--- config.mk ---
export PLATFORM = sky130hd
export DESIGN_NAME = rio_link_vc_credits_flat
export DESIGN_NICKNAME = d
export VERILOG_FILES = /design/src/rtl/rio_link_vc_credits_if.sv /design/src/rtl/rio_link_vc_credits.sv /design/src/flat_wrapper.sv
export SDC_FILE = /design/constraint.sdc
export NUM_CORES = 1
export LEC_CHECK = 0
export ABC_CLOCK_PERIOD_IN_PS = 2800
export BUFFER_PORTS_ARGS = -buffer_cell sky130_fd_sc_hd__buf_2
export CELL_PAD_IN_SITES_DETAIL_PLACEMENT = 1
export CELL_PAD_IN_SITES_GLOBAL_PLACEMENT = 2
export CORE_MARGIN = 3
export CORE_UTILIZATION = 36
export DETAILED_ROUTE_END_ITERATION = 8
export PLACE_DENSITY_LB_ADDON = 0.1
export SLEW_MARGIN = 20
export SYNTH_ARGS = -nofsm -noshare
export SYNTH_HDL_FRONTEND = slang
export SYNTH_SLANG_ARGS = --single-unit
--- constraint.sdc ---
create_clock -name clk -period 2.8 [get_ports clk]
set_input_delay 0.42 -clock clk [delete_from_list [all_inputs] [get_ports clk]]
set_output_delay 0.42 -clock clk [all_outputs]
set_load 0.03 [all_outputs]
--- src/rtl/rio_link_vc_credits_if.sv ---
// Flow-control bundle between the VC credit engine and the link RX/TX control paths.
// The engine uses the slave modport; the surrounding link logic uses master.
interface rio_link_vc_credits_if #(
  parameter int NUM_VC    = 3,
  parameter int VC_WIDTH  = 2,
  parameter int CNT_WIDTH = 8
);
  logic                 i_link_up;
  logic [NUM_VC-1:0]    i_enq;
  logic                 i_ds_credit_valid;
  logic [VC_WIDTH-1:0]  i_ds_credit_vc;
  logic [CNT_WIDTH-1:0] i_ds_credit_cnt;
  logic [NUM_VC-1:0]    i_deq;
  logic                 o_us_credit_valid;
  logic [VC_WIDTH-1:0]  o_us_credit_vc;
  logic [CNT_WIDTH-1:0] o_us_credit_cnt;
  logic                 i_us_credit_accept;
  logic [NUM_VC-1:0]    o_xoff;
  logic                 o_credit_err;

  modport master (
    output i_link_up, i_enq, i_ds_credit_valid, i_ds_credit_vc, i_ds_credit_cnt,
           i_deq, i_us_credit_accept,
    input  o_us_credit_valid, o_us_credit_vc, o_us_credit_cnt, o_xoff, o_credit_err
  );

  modport slave (
    input  i_link_up, i_enq, i_ds_credit_valid, i_ds_credit_vc, i_ds_credit_cnt,
           i_deq, i_us_credit_accept,
    output o_us_credit_valid, o_us_credit_vc, o_us_credit_cnt, o_xoff, o_credit_err
  );
endinterface

--- src/rtl/rio_link_vc_credits.sv ---
// Per-VC credit engine: tracks remote TX credits (xoff) and batches freed RX slots
// into round-robin upstream credit messages, with a refresh timer for partial batches.
module rio_link_vc_credits #(
  parameter int NUM_VC         = 3,
  parameter int VC_WIDTH       = 2,
  parameter int CNT_WIDTH      = 8,
  parameter int REMOTE_DEPTH   = 64,
  parameter int XOFF_THRESH    = 4,
  parameter int CREDIT_BATCH   = 8,
  parameter int REFRESH_CYCLES = 256
) (
  input logic                   clk,
  input logic                   rst,
  rio_link_vc_credits_if.slave  bus
);
  localparam int TMR_WIDTH = (REFRESH_CYCLES > 1) ? $clog2(REFRESH_CYCLES) : 1;

  typedef enum logic {ST_IDLE, ST_OFFER} state_t;

  state_t               state_reg, state_next;
  logic [CNT_WIDTH-1:0] tx_credit_reg  [NUM_VC];
  logic [CNT_WIDTH-1:0] tx_credit_next [NUM_VC];
  logic [CNT_WIDTH-1:0] pending_reg    [NUM_VC];
  logic [CNT_WIDTH-1:0] pending_next   [NUM_VC];
  logic [NUM_VC-1:0]    flag_reg, flag_next, eligible;
  logic [NUM_VC-1:0]    tx_under, tx_over, pend_sat, acc_hit;
  logic [NUM_VC-1:0]    xoff_reg;
  logic [TMR_WIDTH-1:0] timer_reg;
  logic                 timer_wrap;
  logic [VC_WIDTH-1:0]  vc_reg, vc_next, rr_reg, rr_next, pick_vc;
  logic [VC_WIDTH:0]    rr_sum;
  logic [CNT_WIDTH-1:0] cnt_reg, cnt_next;
  logic                 pick_found, accept_fire, bad_vc, err_reg, err_next;

  assign accept_fire = (state_reg == ST_OFFER) && bus.i_us_credit_accept;
  assign timer_wrap  = (timer_reg == TMR_WIDTH'(REFRESH_CYCLES - 1));
  assign bad_vc      = bus.i_ds_credit_valid &&
                       ({1'b0, bus.i_ds_credit_vc} >= (VC_WIDTH + 1)'(NUM_VC));

  for (genvar gi = 0; gi < NUM_VC; gi++) begin : g_vc
    logic [CNT_WIDTH:0] add_w, sum_w;

    // Credit arithmetic is one bit wider so overflow past REMOTE_DEPTH is visible.
    assign add_w = (bus.i_ds_credit_valid && bus.i_ds_credit_vc == VC_WIDTH'(gi)) ?
                   {1'b0, bus.i_ds_credit_cnt} : '0;
    assign sum_w = {1'b0, tx_credit_reg[gi]} + add_w - (CNT_WIDTH + 1)'(bus.i_enq[gi]);
    assign tx_under[gi] = (tx_credit_reg[gi] == '0) && bus.i_enq[gi] && (add_w == '0);
    assign tx_over[gi]  = !tx_under[gi] && (sum_w > (CNT_WIDTH + 1)'(REMOTE_DEPTH));
    assign tx_credit_next[gi] = tx_under[gi] ? '0 :
                                tx_over[gi]  ? CNT_WIDTH'(REMOTE_DEPTH) :
                                               sum_w[CNT_WIDTH-1:0];

    assign acc_hit[gi]  = accept_fire && (vc_reg == VC_WIDTH'(gi));
    assign pend_sat[gi] = !acc_hit[gi] && bus.i_deq[gi] && (pending_reg[gi] == '1);
    assign pending_next[gi] = acc_hit[gi]  ? pending_reg[gi] - cnt_reg + CNT_WIDTH'(bus.i_deq[gi]) :
                              pend_sat[gi] ? pending_reg[gi] :
                                             pending_reg[gi] + CNT_WIDTH'(bus.i_deq[gi]);
    assign flag_next[gi] = acc_hit[gi] ? 1'b0 :
                           (flag_reg[gi] | (timer_wrap && pending_reg[gi] != '0));
    assign eligible[gi]  = (pending_reg[gi] >= CNT_WIDTH'(CREDIT_BATCH)) ||
                           (flag_reg[gi] && pending_reg[gi] != '0);
  end

  assign err_next = err_reg | bad_vc | (|tx_under) | (|tx_over) | (|pend_sat);

  always_comb begin
    state_next = state_reg;
    vc_next    = vc_reg;
    cnt_next   = cnt_reg;
    rr_next    = rr_reg;
    pick_found = 1'b0;
    pick_vc    = rr_reg;
    rr_sum     = '0;
    // Search starts one past the last granted VC so every VC gets a turn.
    for (int off = 1; off <= NUM_VC; off++) begin
      rr_sum = {1'b0, rr_reg} + (VC_WIDTH + 1)'(off);
      if (rr_sum >= (VC_WIDTH + 1)'(NUM_VC))
        rr_sum = rr_sum - (VC_WIDTH + 1)'(NUM_VC);
      if (!pick_found && eligible[rr_sum[VC_WIDTH-1:0]]) begin
        pick_found = 1'b1;
        pick_vc    = rr_sum[VC_WIDTH-1:0];
      end
    end
    case (state_reg)
      ST_IDLE: begin
        if (pick_found) begin
          state_next = ST_OFFER;
          vc_next    = pick_vc;
          cnt_next   = pending_reg[pick_vc];
        end
      end
      ST_OFFER: begin
        if (bus.i_us_credit_accept) begin
          state_next = ST_IDLE;
          rr_next    = vc_reg;
        end
      end
      default: state_next = ST_IDLE;
    endcase
  end

  always_ff @(posedge clk or posedge rst) begin
    if (rst) begin
      for (int v = 0; v < NUM_VC; v++) begin
        tx_credit_reg[v] <= CNT_WIDTH'(REMOTE_DEPTH);
        pending_reg[v]   <= '0;
      end
      flag_reg  <= '0;
      xoff_reg  <= '1;
      timer_reg <= '0;
      state_reg <= ST_IDLE;
      vc_reg    <= '0;
      cnt_reg   <= '0;
      rr_reg    <= VC_WIDTH'(NUM_VC - 1);
      err_reg   <= 1'b0;
    end else if (!bus.i_link_up) begin
      for (int v = 0; v < NUM_VC; v++) begin
        tx_credit_reg[v] <= CNT_WIDTH'(REMOTE_DEPTH);
        pending_reg[v]   <= '0;
      end
      flag_reg  <= '0;
      xoff_reg  <= '1;
      timer_reg <= '0;
      state_reg <= ST_IDLE;
      vc_reg    <= '0;
      cnt_reg   <= '0;
      rr_reg    <= VC_WIDTH'(NUM_VC - 1);
      err_reg   <= 1'b0;
    end else begin
      for (int v = 0; v < NUM_VC; v++) begin
        tx_credit_reg[v] <= tx_credit_next[v];
        pending_reg[v]   <= pending_next[v];
        xoff_reg[v]      <= (tx_credit_reg[v] < CNT_WIDTH'(XOFF_THRESH));
      end
      flag_reg  <= flag_next;
      timer_reg <= timer_wrap ? '0 : timer_reg + 1'b1;
      state_reg <= state_next;
      vc_reg    <= vc_next;
      cnt_reg   <= cnt_next;
      rr_reg    <= rr_next;
      err_reg   <= err_next;
    end
  end

  assign bus.o_us_credit_valid = (state_reg == ST_OFFER);
  assign bus.o_us_credit_vc    = vc_reg;
  assign bus.o_us_credit_cnt   = cnt_reg;
  assign bus.o_xoff            = xoff_reg;
  assign bus.o_credit_err      = err_reg;
endmodule

--- src/flat_wrapper.sv ---
// flat-port wrapper written by rule: the top's interface ports become plain ports
module rio_link_vc_credits_flat 
#(
  parameter int NUM_VC         = 3,
  parameter int VC_WIDTH       = 2,
  parameter int CNT_WIDTH      = 8,
  parameter int REMOTE_DEPTH   = 64,
  parameter int XOFF_THRESH    = 4,
  parameter int CREDIT_BATCH   = 8,
  parameter int REFRESH_CYCLES = 256
)
  (clk, rst, bus_i_link_up, bus_i_enq, bus_i_ds_credit_valid, bus_i_ds_credit_vc, bus_i_ds_credit_cnt, bus_i_deq, bus_i_us_credit_accept, bus_o_us_credit_valid, bus_o_us_credit_vc, bus_o_us_credit_cnt, bus_o_xoff, bus_o_credit_err);
  rio_link_vc_credits_if #(.NUM_VC(NUM_VC), .VC_WIDTH(VC_WIDTH), .CNT_WIDTH(CNT_WIDTH)) bus_i ();
  input logic clk;
  input logic rst;
  input wire logic [$bits(bus_i.i_link_up)-1:0] bus_i_link_up;
  input wire logic [$bits(bus_i.i_enq)-1:0] bus_i_enq;
  input wire logic [$bits(bus_i.i_ds_credit_valid)-1:0] bus_i_ds_credit_valid;
  input wire logic [$bits(bus_i.i_ds_credit_vc)-1:0] bus_i_ds_credit_vc;
  input wire logic [$bits(bus_i.i_ds_credit_cnt)-1:0] bus_i_ds_credit_cnt;
  input wire logic [$bits(bus_i.i_deq)-1:0] bus_i_deq;
  input wire logic [$bits(bus_i.i_us_credit_accept)-1:0] bus_i_us_credit_accept;
  output wire logic [$bits(bus_i.o_us_credit_valid)-1:0] bus_o_us_credit_valid;
  output wire logic [$bits(bus_i.o_us_credit_vc)-1:0] bus_o_us_credit_vc;
  output wire logic [$bits(bus_i.o_us_credit_cnt)-1:0] bus_o_us_credit_cnt;
  output wire logic [$bits(bus_i.o_xoff)-1:0] bus_o_xoff;
  output wire logic [$bits(bus_i.o_credit_err)-1:0] bus_o_credit_err;
  assign bus_i.i_link_up = bus_i_link_up;
  assign bus_i.i_enq = bus_i_enq;
  assign bus_i.i_ds_credit_valid = bus_i_ds_credit_valid;
  assign bus_i.i_ds_credit_vc = bus_i_ds_credit_vc;
  assign bus_i.i_ds_credit_cnt = bus_i_ds_credit_cnt;
  assign bus_i.i_deq = bus_i_deq;
  assign bus_i.i_us_credit_accept = bus_i_us_credit_accept;
  assign bus_o_us_credit_valid = bus_i.o_us_credit_valid;
  assign bus_o_us_credit_vc = bus_i.o_us_credit_vc;
  assign bus_o_us_credit_cnt = bus_i.o_us_credit_cnt;
  assign bus_o_xoff = bus_i.o_xoff;
  assign bus_o_credit_err = bus_i.o_credit_err;
  rio_link_vc_credits #(.NUM_VC(NUM_VC), .VC_WIDTH(VC_WIDTH), .CNT_WIDTH(CNT_WIDTH), .REMOTE_DEPTH(REMOTE_DEPTH), .XOFF_THRESH(XOFF_THRESH), .CREDIT_BATCH(CREDIT_BATCH), .REFRESH_CYCLES(REFRESH_CYCLES)) u_core (.clk(clk), .rst(rst), .bus(bus_i));
endmodule
Word-level counts from Yosys, hierarchy flattened
Cells that the tools add are included.
{"block": "classes", "n_addsub": 22, "order_cmp": 17, "muxes": 56, "n_bitwise": 9, "reduce_logical": 58, "n_eq_ne": 15}
{"operator": "$mux W8", "count": 22}
{"operator": "$add A8 B1 Y8", "count": 6}
{"operator": "$mux W24", "count": 2}
{"operator": "$eq A8 B8 Y1 const B", "count": 4}
{"operator": "$logic_and A1 B1 Y1", "count": 31}
{"operator": "$add A8 B9 Y9", "count": 3}
{"operator": "$gt A9 B7 Y1 const B", "count": 3}
{"operator": "$logic_not A9 Y1", "count": 3}
{"operator": "$sub A9 B1 Y9", "count": 3}
{"operator": "$ge A8 B4 Y1 const B", "count": 3}
{"operator": "$logic_not A8 Y1", "count": 3}
{"operator": "$lt A8 B3 Y1 const B", "count": 3}
{"operator": "$mux W2", "count": 12}
{"operator": "$reduce_bool A8 Y1", "count": 3}
{"operator": "$sub A8 B8 Y8", "count": 3}
{"operator": "$bmux W8 S2", "count": 1}
{"operator": "$mux W1", "count": 13}
{"operator": "$ge A3 B2 Y1 const B", "count": 3}
{"operator": "$lt A2 B3 Y1 const B", "count": 3}
{"operator": "$ne A3 B3 Y1 const B", "count": 3}
{"operator": "$reduce_or A3 Y1", "count": 3}
{"operator": "$add A8 B1 Y8 const B", "count": 1}
{"operator": "$logic_not A1 Y1", "count": 8}
{"operator": "$or A1 B1 Y1", "count": 7}
{"operator": "17 further kinds", "count": 31}
{"block": "totals", "output_inout_bits": 15, "regBits": 76, "elab_cells": 191, "input_bits": 21}

Depth between registers and ports, before layout
Gate-level depths: netlist (run 1).
{"block": "depth", "ltp_word": 19, "mapped_depth": 13, "ltp_nobuf": 13}

Least setup slack after synthesis (run 1)
No wires, ideal clock.
{"block": "synth_timing", "kind": "input to register", "from": "input bus_i_ds_credit_vc[1]", "to": "register u_core.err_reg (netlist: u_core.bus.o_credit_err)", "setup_time_ps": 129, "slack_ps": -607, "required_ps": 2671, "arrival_ps": 3277, "n_path_buf": 0, "cell_stages": 12, "cell_sequence": "nor3b_1 > nand2_1 > ha_1 > inv_1 > fa_1 > a211oi_1 > o21bai_1 > a21oi_1 > a22oi_1 > xnor2_1 > nand3_1 > o41a_1"}
{"block": "synth_via", "elab_chain_len": 11, "elab_cells_between_ends": 39}
{"element": "start, declared", "line": "flat_wrapper.sv:19", "source": "input wire logic [$bits(bus_i.i_ds_credit_vc)-1:0] bus_i_ds_credit_vc;"}
{"element": "$eq A2 B1 Y1 (tied with other cells)", "line": "rio_link_vc_credits.sv:44", "source": "assign add_w = (bus.i_ds_credit_valid && bus.i_ds_credit_vc == VC_WIDTH'(gi)) ?"}
{"element": "$logic_and A1 B1 Y1", "line": "rio_link_vc_credits.sv:44"}
{"element": "$mux W8", "line": "rio_link_vc_credits.sv:44"}
{"element": "$add A8 B9 Y9 / $logic_not A9 Y1 (equally long branches)", "line": "rio_link_vc_credits.sv:46, rio_link_vc_credits.sv:47"}
{"element": "$sub A9 B1 Y9 / $logic_and A1 B1 Y1 (equally long branches)", "line": "rio_link_vc_credits.sv:46, rio_link_vc_credits.sv:47"}
{"element": "$gt A9 B7 Y1 / $logic_not A1 Y1 (equally long branches)", "line": "rio_link_vc_credits.sv:48", "source": "assign tx_over[gi] = !tx_under[gi] && (sum_w > (CNT_WIDTH + 1)'(REMOTE_DEPTH));"}
{"element": "$logic_and A1 B1 Y1", "line": "rio_link_vc_credits.sv:48"}
{"element": "$reduce_or A3 Y1", "line": "rio_link_vc_credits.sv:64", "source": "assign err_next = err_reg | bad_vc | (|tx_under) | (|tx_over) | (|pend_sat);"}
{"element": "$or A1 B1 Y1 * (2 in series)", "line": "rio_link_vc_credits.sv:64"}
{"element": "$mux W1 *", "line": "rio_link_vc_credits.sv:116", "source": "end else if (!bus.i_link_up) begin"}
{"element": "end signal, assigned", "line": "rio_link_vc_credits.sv:141", "source": "err_reg <= err_next;"}
{"element": "end, declared", "line": "rio_link_vc_credits.sv:33", "source": "logic pick_found, accept_fire, bad_vc, err_reg, err_next;"}
Mark *: on every way between the ends. The rest lies on a longest branch, timed or not.
A chain may end at the register's enable or synchronous reset.

Final worst setup path (run 1)
{"block": "layout_timing", "from": "input bus_i_ds_credit_vc[0]", "to": "register u_core.err_reg (netlist: u_core.bus.o_credit_err)"}
The elaborated chain is that of the path after synthesis.

==> results.sh, run 1 <==
export IMPL_drc=0
export IMPL_min_path_type="in2async"
export IMPL_clk_latency_ps=350
export IMPL_cts_buffers=9
export IMPL_antenna_found_initial=0
export IMPL_wl_per_cell_um=18.5
export IMPL_rsz0062_at_grt="true"
export IMPL_grt_pass1_vias=6744
export IMPL_fin_area_mm2=0.00914
export IMPL_clockBufferDepth=2
export IMPL_period_needed_ps=2890
export IMPL_required_ps=3030
export IMPL_drt_pass1_iter_count=4
export IMPL_htree_levels=3
export IMPL_critPathLaunch="bus_i_ds_credit_vc[0]"
export IMPL_met3_usage_pct=2.10
export IMPL_syn_inst=778
export IMPL_cts_sinks=76
export IMPL_violations="negative setup slack"
export IMPL_status="finished, violations left"
export IMPL_hold_buffers=0
export IMPL_postLayoutCoreUtil_pct=49.8
export IMPL_synth_cell_types=70
export IMPL_diodes=0
export IMPL_finalSetupTns_ps=-336
export IMPL_num_fill_cells=2118
export IMPL_synth_edf_count=0
export IMPL_die_width_um=144
export IMPL_vias=6215
export IMPL_die_y_um=144
export IMPL_ir_drop_uv=595
export IMPL_placed_area_mm2=0.00810
export IMPL_tritoncts="yes"
export IMPL_path_class="in2reg"
export IMPL_gr_total_overflow=0
export IMPL_via_per_inst=5.36
export IMPL_grtUsageMet2_pct=39.3
export IMPL_power_mw=10.7
export IMPL_synth_warnings=0
export IMPL_clkTransAtPathRegs_ps=60
export IMPL_syn_avg_cell_area_um2=8.79
export IMPL_place_congestion=0.861
export IMPL_grtUsageMet1_pct=25.8
export IMPL_grt_pass1_wl_um=34500
export IMPL_hpwl_um=16400
export IMPL_endpoint_kind="flip-flop"
export IMPL_io_pins=36
export IMPL_slew_headroom_pct=64.1
export IMPL_syn_area_mm2=0.00684
export IMPL_power_per_cell_area_mw_per_mm2=1170
export IMPL_nNetsFinal=1053
export IMPL_grt_max_degree=77
export IMPL_drive_gt1_share_pct=32.0
export IMPL_design_core_area_mm2=0.0183
export IMPL_start_util_pct=37.3
export IMPL_finalCritPeriodShare_pct=103
export IMPL_slew_viol_final=0
export IMPL_yosysSeqAreaShare_pct=28.0
export IMPL_tightest_slew_ps=538
export IMPL_cp_cell_sequence="buf_8 -> nor3b_4 -> nand2_1 -> ha_1 -> inv_2 -> fa_2 -> a211oi_2 -> o21bai_1 -> a21oi_2 -> a22oi_2 -> xnor2_2 -> buf_4 -> nand3_1 -> o41a_1"
export IMPL_hold_viol_final=0
export IMPL_clockRootBuffer="clkbuf_16"
export IMPL_cp_max_fo=4
export IMPL_drt_total_wl_um=21400
export IMPL_gr_max_usage_layer="met2"
export IMPL_num_rows=49
export IMPL_syn_to_final_growth_pct=33.6
export IMPL_drv_cap=0
export IMPL_cp_start_kind="primary input"
export IMPL_postRouteAntennaNets=0
export IMPL_synthFlopType="dfrtp_1"
export IMPL_cpPeakStageDelay_ps=430
export IMPL_fin_worst_skew_ps=6.15
export IMPL_drt_iter0_drc=172
export IMPL_async_flop_share_pct=100
export IMPL_reg2reg_from="u_core.tx_credit_reg[16]"
export IMPL_p_leak_nw=4.45
export IMPL_arrival_ps=3120
export IMPL_place_port_buffers=35
export IMPL_worst_slack_ps=-88.6
export IMPL_fmax_mhz=346
export IMPL_worst_path_max_delay_cell="fa_2"
export IMPL_dieArea_mm2=0.0207
export IMPL_pre_cts_slack_ps=-583
export IMPL_track_usage_pct=21.3
export IMPL_setup_violations=11
export IMPL_ys_ff_latch=76
## logic make-up after synthesis
family          synth area share [%]
flops                           28.0
mux                             1.76
xor+xnor                        8.07
simple gates                    16.4
compound gates                  18.3
other cells                   0.0549
buf+inv                         7.41
fa+ha+maj                       20.1
## worst max-delay path, delay by kind of cell
kind	cells	cell delay [ps]
AO/OA/AOI/OAI	5	1040
adder cells (fa/ha/maj)	2	720
AND/OR/NAND/NOR	3	430
buffers and inverters	3	310
XOR/XNOR	1	190
## repair_timing
action | in CTS | in global routing
pin swaps | 28 | 42
resized for setup | 36 | 69
endpoints found under the setup margin | 28 | 32
buffers inserted | 13 | 10
gates cloned | 0 | 0
## metal layers
metal	share of wire, %	routed length, um
met4	2.3	493
met5	0	0
met3	2.5	543
met2	53	11300
met1	42	9100
## power breakdown
group | total [mW] | internal (mW) | switching [mW]
sequential | 1.46 | 1.31 | 0.151
combinational | 7.78 | 3.92 | 3.86
clock | 1.42 | 0.901 | 0.515
## synthesized netlist by cell type, types with 12 or more instances
| library cell | n | area (um^2) |
|---|---|---|
| xor2_1 | 26 | 228 |
| nand4_1 | 12 | 75.1 |
| ha_1 | 100 | 1250 |
| inv_1 | 112 | 420 |
| nand3_1 | 23 | 115 |
| o21ai_0 | 24 | 120 |
| nand2_1 | 52 | 195 |
| xnor2_1 | 37 | 324 |
| dfrtp_1 | 69 | 1730 |
| mux2i_1 | 12 | 120 |
| nor3_1 | 22 | 110 |
| nor2_1 | 52 | 195 |
| a21oi_1 | 54 | 270 |
## path summary, 6_finish.rpt
kind | slack, ps | end | depth (start not counted)
worst min-delay path | 140 | u_core.tx_credit_reg[15] | 3
worst min register to register | 520 | u_core.bus.o_us_credit_cnt[6] | 1
worst max register to register | -50 | u_core.bus.o_credit_err | 13
max in group asynchronous | 2270 | u_core.bus.o_xoff[2] | 3
worst max-delay path | -90 | u_core.bus.o_credit_err | 14
min in group clk | 350 | u_core.rr_reg[0] | 3
## layout by cell type, fill, tap and decap left out, types with 10 or more instances in the layout
cell type,count
ha_1,85
ha_4,13
a21oi_1,46
xnor2_1,31
buf_4,107
nor3_2,11
nand4_1,12
o21ai_0,19
nand2_1,50
nor3_1,18
inv_1,102
xor2_1,24
nor2_1,40
buf_2,32
a21o_1,10
mux2i_1,11
nand3_1,22
dfrtp_1,68
## cell type report
cell class,instances,area [um^2],share of cell area (%)
inverter,112,422,4.62
timing repair buffer,152,1140,12.5
clock buffer,11,243,2.66
sequential,76,1910,20.9
tap,229,287,3.14
clock inverter,5,108,1.18
multi-input combinational,575,5020,55.0
## metrics by stage
| step | hold WS, ps | std cells |
|---|---|---|
| floorplan | 462 | 780 |
| global placement | 511 | 1121 |
| detailed placement | 513 | 1121 |
| CTS | 173 | 1150 |
| global route | 200 | 1160 |
| finish | 143 | 1160 |
No activity file was read; power rests on OpenSTA's default activity.
==> run 2: changes to the inputs <==
- CTS_BUF_LIST: unset -> sky130_fd_sc_hd__clkbuf_8
==> run 2 against run 1 <==
The run still ends with negative setup slack left; worst hold slack got worse by 44 ps; die area did not move; register-to-register slack got worse by 90 ps; global-route usage fell by 0.054 points; final cell count did not move; critical path type unchanged; largest cell class unchanged; largest power group unchanged.
==> results.sh, run 2 (synthesis results as in run 1) <==
export IMPL_clk_latency_ps=390
export IMPL_wl_per_cell_um=18.6
export IMPL_tightest_slew_ps=540
export IMPL_layout_common_cells="buf_4, inv_1, ha_1, dfrtp_1, nand2_1"
export IMPL_hold_buffers=0
export IMPL_path_class="in2reg"
export IMPL_htree_levels=3
export IMPL_finalCritPeriodShare_pct=105
export IMPL_final_common_cell="buf_4"
export IMPL_nNetsFinal=1053
export IMPL_r2r_cells=13
export IMPL_fin_area_mm2=0.00906
export IMPL_hpwl_um=16400
export IMPL_die_width_um=144
export IMPL_design_core_area_mm2=0.0183
export IMPL_period_needed_ps=2940
export IMPL_required_ps=3130
export IMPL_cp_start_kind="primary input"
export IMPL_antenna_found_initial=0
export IMPL_drc=0
export IMPL_via_per_inst=5.31
export IMPL_syn_to_final_growth_pct=32.5
export IMPL_drt_iter0_drc=175
export IMPL_cts_sinks=76
export IMPL_worst_slack_ps=-145
export IMPL_placed_area_mm2=0.00810
export IMPL_grt_max_degree=77
export IMPL_tritoncts="yes"
export IMPL_clkTransAtPathRegs_ps=90
export IMPL_postRouteAntennaNets=0
export IMPL_gr_total_overflow=0
export IMPL_violations="negative setup slack"
export IMPL_track_usage_pct=21.2
export IMPL_cts_buffers=9
export IMPL_fin_worst_skew_ps=7.12
export IMPL_slew_viol_final=0
export IMPL_ir_drop_uv=555
export IMPL_cp_max_fo=6
export IMPL_drt_total_wl_um=21600
export IMPL_drt_pass1_iter_count=4
export IMPL_io_pins=36
export IMPL_grt_pass1_wl_um=34500
export IMPL_setup_violations=11
export IMPL_vias=6154
export IMPL_start_util_pct=37.3
export IMPL_clockBufferDepth=2
export IMPL_rsz0062_at_grt="true"
export IMPL_endpoint_kind="flip-flop"
export IMPL_fmax_mhz=340
export IMPL_status="finished, violations left"
export IMPL_arrival_ps=3280
export IMPL_diodes=0
export IMPL_clockRootBuffer="clkbuf_8"
export IMPL_drv_cap=0
export IMPL_num_rows=49
export IMPL_drive_gt1_share_pct=32.4
export IMPL_dieArea_mm2=0.0207
export IMPL_min_path_type="in2async"
export IMPL_place_congestion=0.861
export IMPL_slew_headroom_pct=64.0
export IMPL_power_per_cell_area_mw_per_mm2=1130
export IMPL_finalSetupTns_ps=-1030
export IMPL_power_mw=10.2
export IMPL_grt_pass1_vias=6747
export IMPL_die_y_um=144
export IMPL_p_leak_nw=4.41
export IMPL_hold_viol_final=0
export IMPL_place_port_buffers=35
-- run 2: routing by layer --
metal / vias to the layer above / share of wire [%] / GRT usage, %
met2: 60 / 53 / 39.4
met5: - / 0 / 0
met3: 17 / 2.4 / 2.46
met1: 3056 / 43 / 25.7
met4: 0 / 1.7 / 6.24
li1: 3021 / - / -
-- run 2: layout make-up --
type,count,area [um^2]
well taps,229,287
inverters,112,427
repair buffers,152,1130
fillers,2108,9280
clock inverters,6,111
flip-flops and latches,76,1910
clock buffers,10,138
multi-input cells,575,5050
-- run 2: what timing repair did --
item                                    4_1_cts  5_1_grt
endpoints found under the setup margin       27       32
setup buffers                                13       10
cloned                                        0        0
pin swaps                                    30       42
gates resized for setup                      37       71
-- run 2: path summary, 6_finish.rpt --
path	to	from	slack (ps)
worst max-delay path	u_core.tx_credit_reg[1]	bus_i_ds_credit_vc[1]	-140
worst min register to register	u_core.bus.o_us_credit_cnt[6]	u_core.bus.o_us_credit_cnt[6]	530
worst max register to register	u_core.tx_credit_reg[1]	u_core.tx_credit_reg[1]	-140
max in group asynchronous	u_core.bus.o_xoff[2]	rst	2300
min in group clk	u_core.rr_reg[0]	bus_i_us_credit_accept	320
worst min-delay path	u_core.tx_credit_reg[15]	rst	100
-- run 2: worst max-delay path, cell delays in order --
cell      delay [ps]
buf_12            90
nand2_8           50
nor2_4           150
nand2_2           90
ha_4             290
inv_4             40
ha_4             250
a211oi_4         260
o21bai_1         110
a211o_1          310
a2111o_1         470
a31oi_4          190
nand4_1          160
buf_6            190
buf_6            120
nor2_4            80
-- run 2: metrics by stage --
step,cells,hold slack (ps),utilization (%),setup slack [ps]
final,1160,99.8,49.4,-145
after global routing,1160,150,49.4,-257
after CTS,1150,126,47.1,-87.1
after detailed placement,1121,513,44.2,-583
after global placement,1121,511,44.2,-500
after floorplan,780,462,-,-128
-- run 2: power by group --
part	internal (mW)	switching (mW)	leakage (nW)
clock network	0.619	0.490	0.128
logic	3.82	3.84	3.27
registers	1.31	0.152	1.01
total	5.75	4.48	4.41
==> run 3: changes to the inputs <==
- CELL_PAD_IN_SITES_DETAIL_PLACEMENT: 1 -> 0
- CELL_PAD_IN_SITES_GLOBAL_PLACEMENT: 2 -> 1
- CORE_UTILIZATION: 36 -> 40
==> run 3 against run 2 <==
The flow still finishes with violations (negative setup slack); critical path depth unchanged; non-clock buffer count down 9; global-route usage down 0.63 points; count of clock-buffer cells in the layout down 1.
==> results.sh, run 3 (synthesis results as in run 1) <==
export IMPL_cp_start_kind="primary input"
export IMPL_placed_area_mm2=0.00811
export IMPL_slew_viol_final=0
export IMPL_dieArea_mm2=0.0187
export IMPL_cp_max_fo=6
export IMPL_grt_max_degree=67
export IMPL_status="finished, violations left"
export IMPL_multiInputGateArea_mm2=0.00495
export IMPL_fin_worst_skew_ps=7.08
export IMPL_min_path_type="in2reg"
export IMPL_ir_drop_uv=457
export IMPL_finalCritPeriodShare_pct=106
export IMPL_violations="negative setup slack"
export IMPL_cts_sinks=76
export IMPL_drive_gt1_share_pct=30.8
export IMPL_finalSetupTns_ps=-1200
export IMPL_reg2reg_from="u_core.tx_credit_reg[0]"
export IMPL_seqCellArea_mm2=0.00191
export IMPL_track_usage_pct=20.6
export IMPL_arrival_ps=3250
export IMPL_clockBufferDepth=2
export IMPL_place_congestion=0.905
export IMPL_regToRegSetupSlack_ps=-100
export IMPL_postRouteAntennaNets=0
export IMPL_nNetsFinal=1044
export IMPL_die_y_um=137
export IMPL_io_pins=36
export IMPL_layout_common_cells="inv_1, buf_4, ha_1, dfrtp_1, nand2_1"
export IMPL_fin_area_mm2=0.00880
export IMPL_design_core_area_mm2=0.0166
export IMPL_start_util_pct=41.1
export IMPL_antenna_found_initial=0
export IMPL_drt_pass1_iter_count=4
export IMPL_tritoncts="yes"
export IMPL_p_leak_nw=4.28
export IMPL_hold_path_end="u_core.rr_reg[0]"
export IMPL_slew_headroom_pct=66.4
export IMPL_drc=0
export IMPL_endpoint_kind="flip-flop"
export IMPL_grt_pass1_vias=6148
export IMPL_drt_total_wl_um=18900
export IMPL_diodes=0
export IMPL_vias=6043
export IMPL_final_common_cell="inv_1"
export IMPL_num_rows=47
export IMPL_grt_pass1_wl_um=30300
export IMPL_worst_slack_ps=-156
export IMPL_hold_viol_final=0
export IMPL_htree_levels=3
export IMPL_rsz0062_at_grt="true"
export IMPL_period_needed_ps=2960
export IMPL_gr_total_overflow=0
export IMPL_clockRootBuffer="clkbuf_8"
export IMPL_syn_to_final_growth_pct=28.7
export IMPL_hpwl_um=14400
export IMPL_fmax_mhz=338
export IMPL_clkTransAtPathRegs_ps=80
export IMPL_power_mw=9.47
export IMPL_hold_start="bus_i_us_credit_accept"
export IMPL_setup_violations=12
export IMPL_wl_per_cell_um=16.6
export IMPL_drt_iter0_drc=261
export IMPL_power_per_cell_area_mw_per_mm2=1080
export IMPL_drv_cap=0
export IMPL_clk_latency_ps=370
export IMPL_num_fill_cells=1587
export IMPL_tightest_slew_ps=504
export IMPL_cts_buffers=9
export IMPL_die_width_um=137
export IMPL_r2r_cells=14
export IMPL_required_ps=3100
export IMPL_r2r_end="u_core.tx_credit_reg[0]"
export IMPL_via_per_inst=5.29
export IMPL_place_port_buffers=35
export IMPL_whs_path_depth=3
export IMPL_path_class="in2reg"
[run 3: cell count changes in the layout (fill, tap and decap cells not counted), moves of 2 or more]
cell	change
nand2_1	-2
clkinv_2	+4
o221a_4	-2
nor2_1	+5
bufinv_16	-2
o221a_2	+2
nor2_4	-2
buf_4	-10
nand2_2	+2
nor2_2	-3
[run 3: how the worst max path moves through the flow]
stage,to,slack (ps),startpoint
floorplan,u_core.bus.o_credit_err,-130,bus_i_ds_credit_vc[0]
global placement,u_core.bus.o_credit_err,-500,bus_i_ds_credit_vc[0]
finish,u_core.tx_credit_reg[21],-160,bus_i_ds_credit_vc[0]
global route,u_core.tx_credit_reg[18],-280,bus_i_ds_credit_vc[0]
detailed placement,u_core.tx_credit_reg[19],-570,bus_i_ds_credit_vc[1]
CTS,u_core.tx_credit_reg[0],-100,u_core.tx_credit_reg[0]
[run 3: what timing repair did]
item                       4_1_cts  5_1_grt
hold buffers                     1        0
hold endpoints to repair         7        0
gates resized for setup         17       66
setup buffers                    3        8
pin swaps                       16       32
gates cloned                     0        1
setup endpoints to repair       21       30
[run 3: routing by layer]
metal	track usage, %	vias up	routed length [um]
li1	-	3001	-
met1	25.7	2914	8400
met2	36.8	95	9630
met3	2.94	33	476
met4	6.22	0	399
met5	0	-	0
[run 3: report_power, final]
part | switching, mW | internal, mW
Combinational | 3.59 | 3.52
Clock | 0.477 | 0.409
Sequential | 0.168 | 1.31
Total | 4.23 | 5.24
[run 3: cell type report]
cell class              count  share of cell area, %
well taps                 220                   3.13
multi-input cells         575                   56.2
clock inverters             7                  0.768
clock buffers               9                   1.41
inverters                 112                   4.82
repair buffers            143                   11.9
flip-flops and latches     76                   21.7
[run 3: critical path, stage by stage]
cell	delay (ps)
buf_8	100
buf_12	120
nor3b_4	290
nand2_2	110
ha_4	290
inv_4	40
fa_2	410
buf_4	150
xor2_1	160
nor3_1	150
o21a_1	160
o211ai_1	110
a21oi_2	220
nand4_1	220
buf_4	210
nor3_2	80
[run 3: metrics by stage]
stage / hold WS, ps / instances / setup slack (ps) / util (%)
final: 328 / 1142 / -156 / 52.9
after global placement: 346 / 1113 / -498 / 48.7
after CTS: 316 / 1133 / -98.9 / 50.6
after global routing: 332 / 1142 / -285 / 52.9
after floorplan: 462 / 780 / -128 / -
after detailed placement: 350 / 1113 / -568 / 48.7
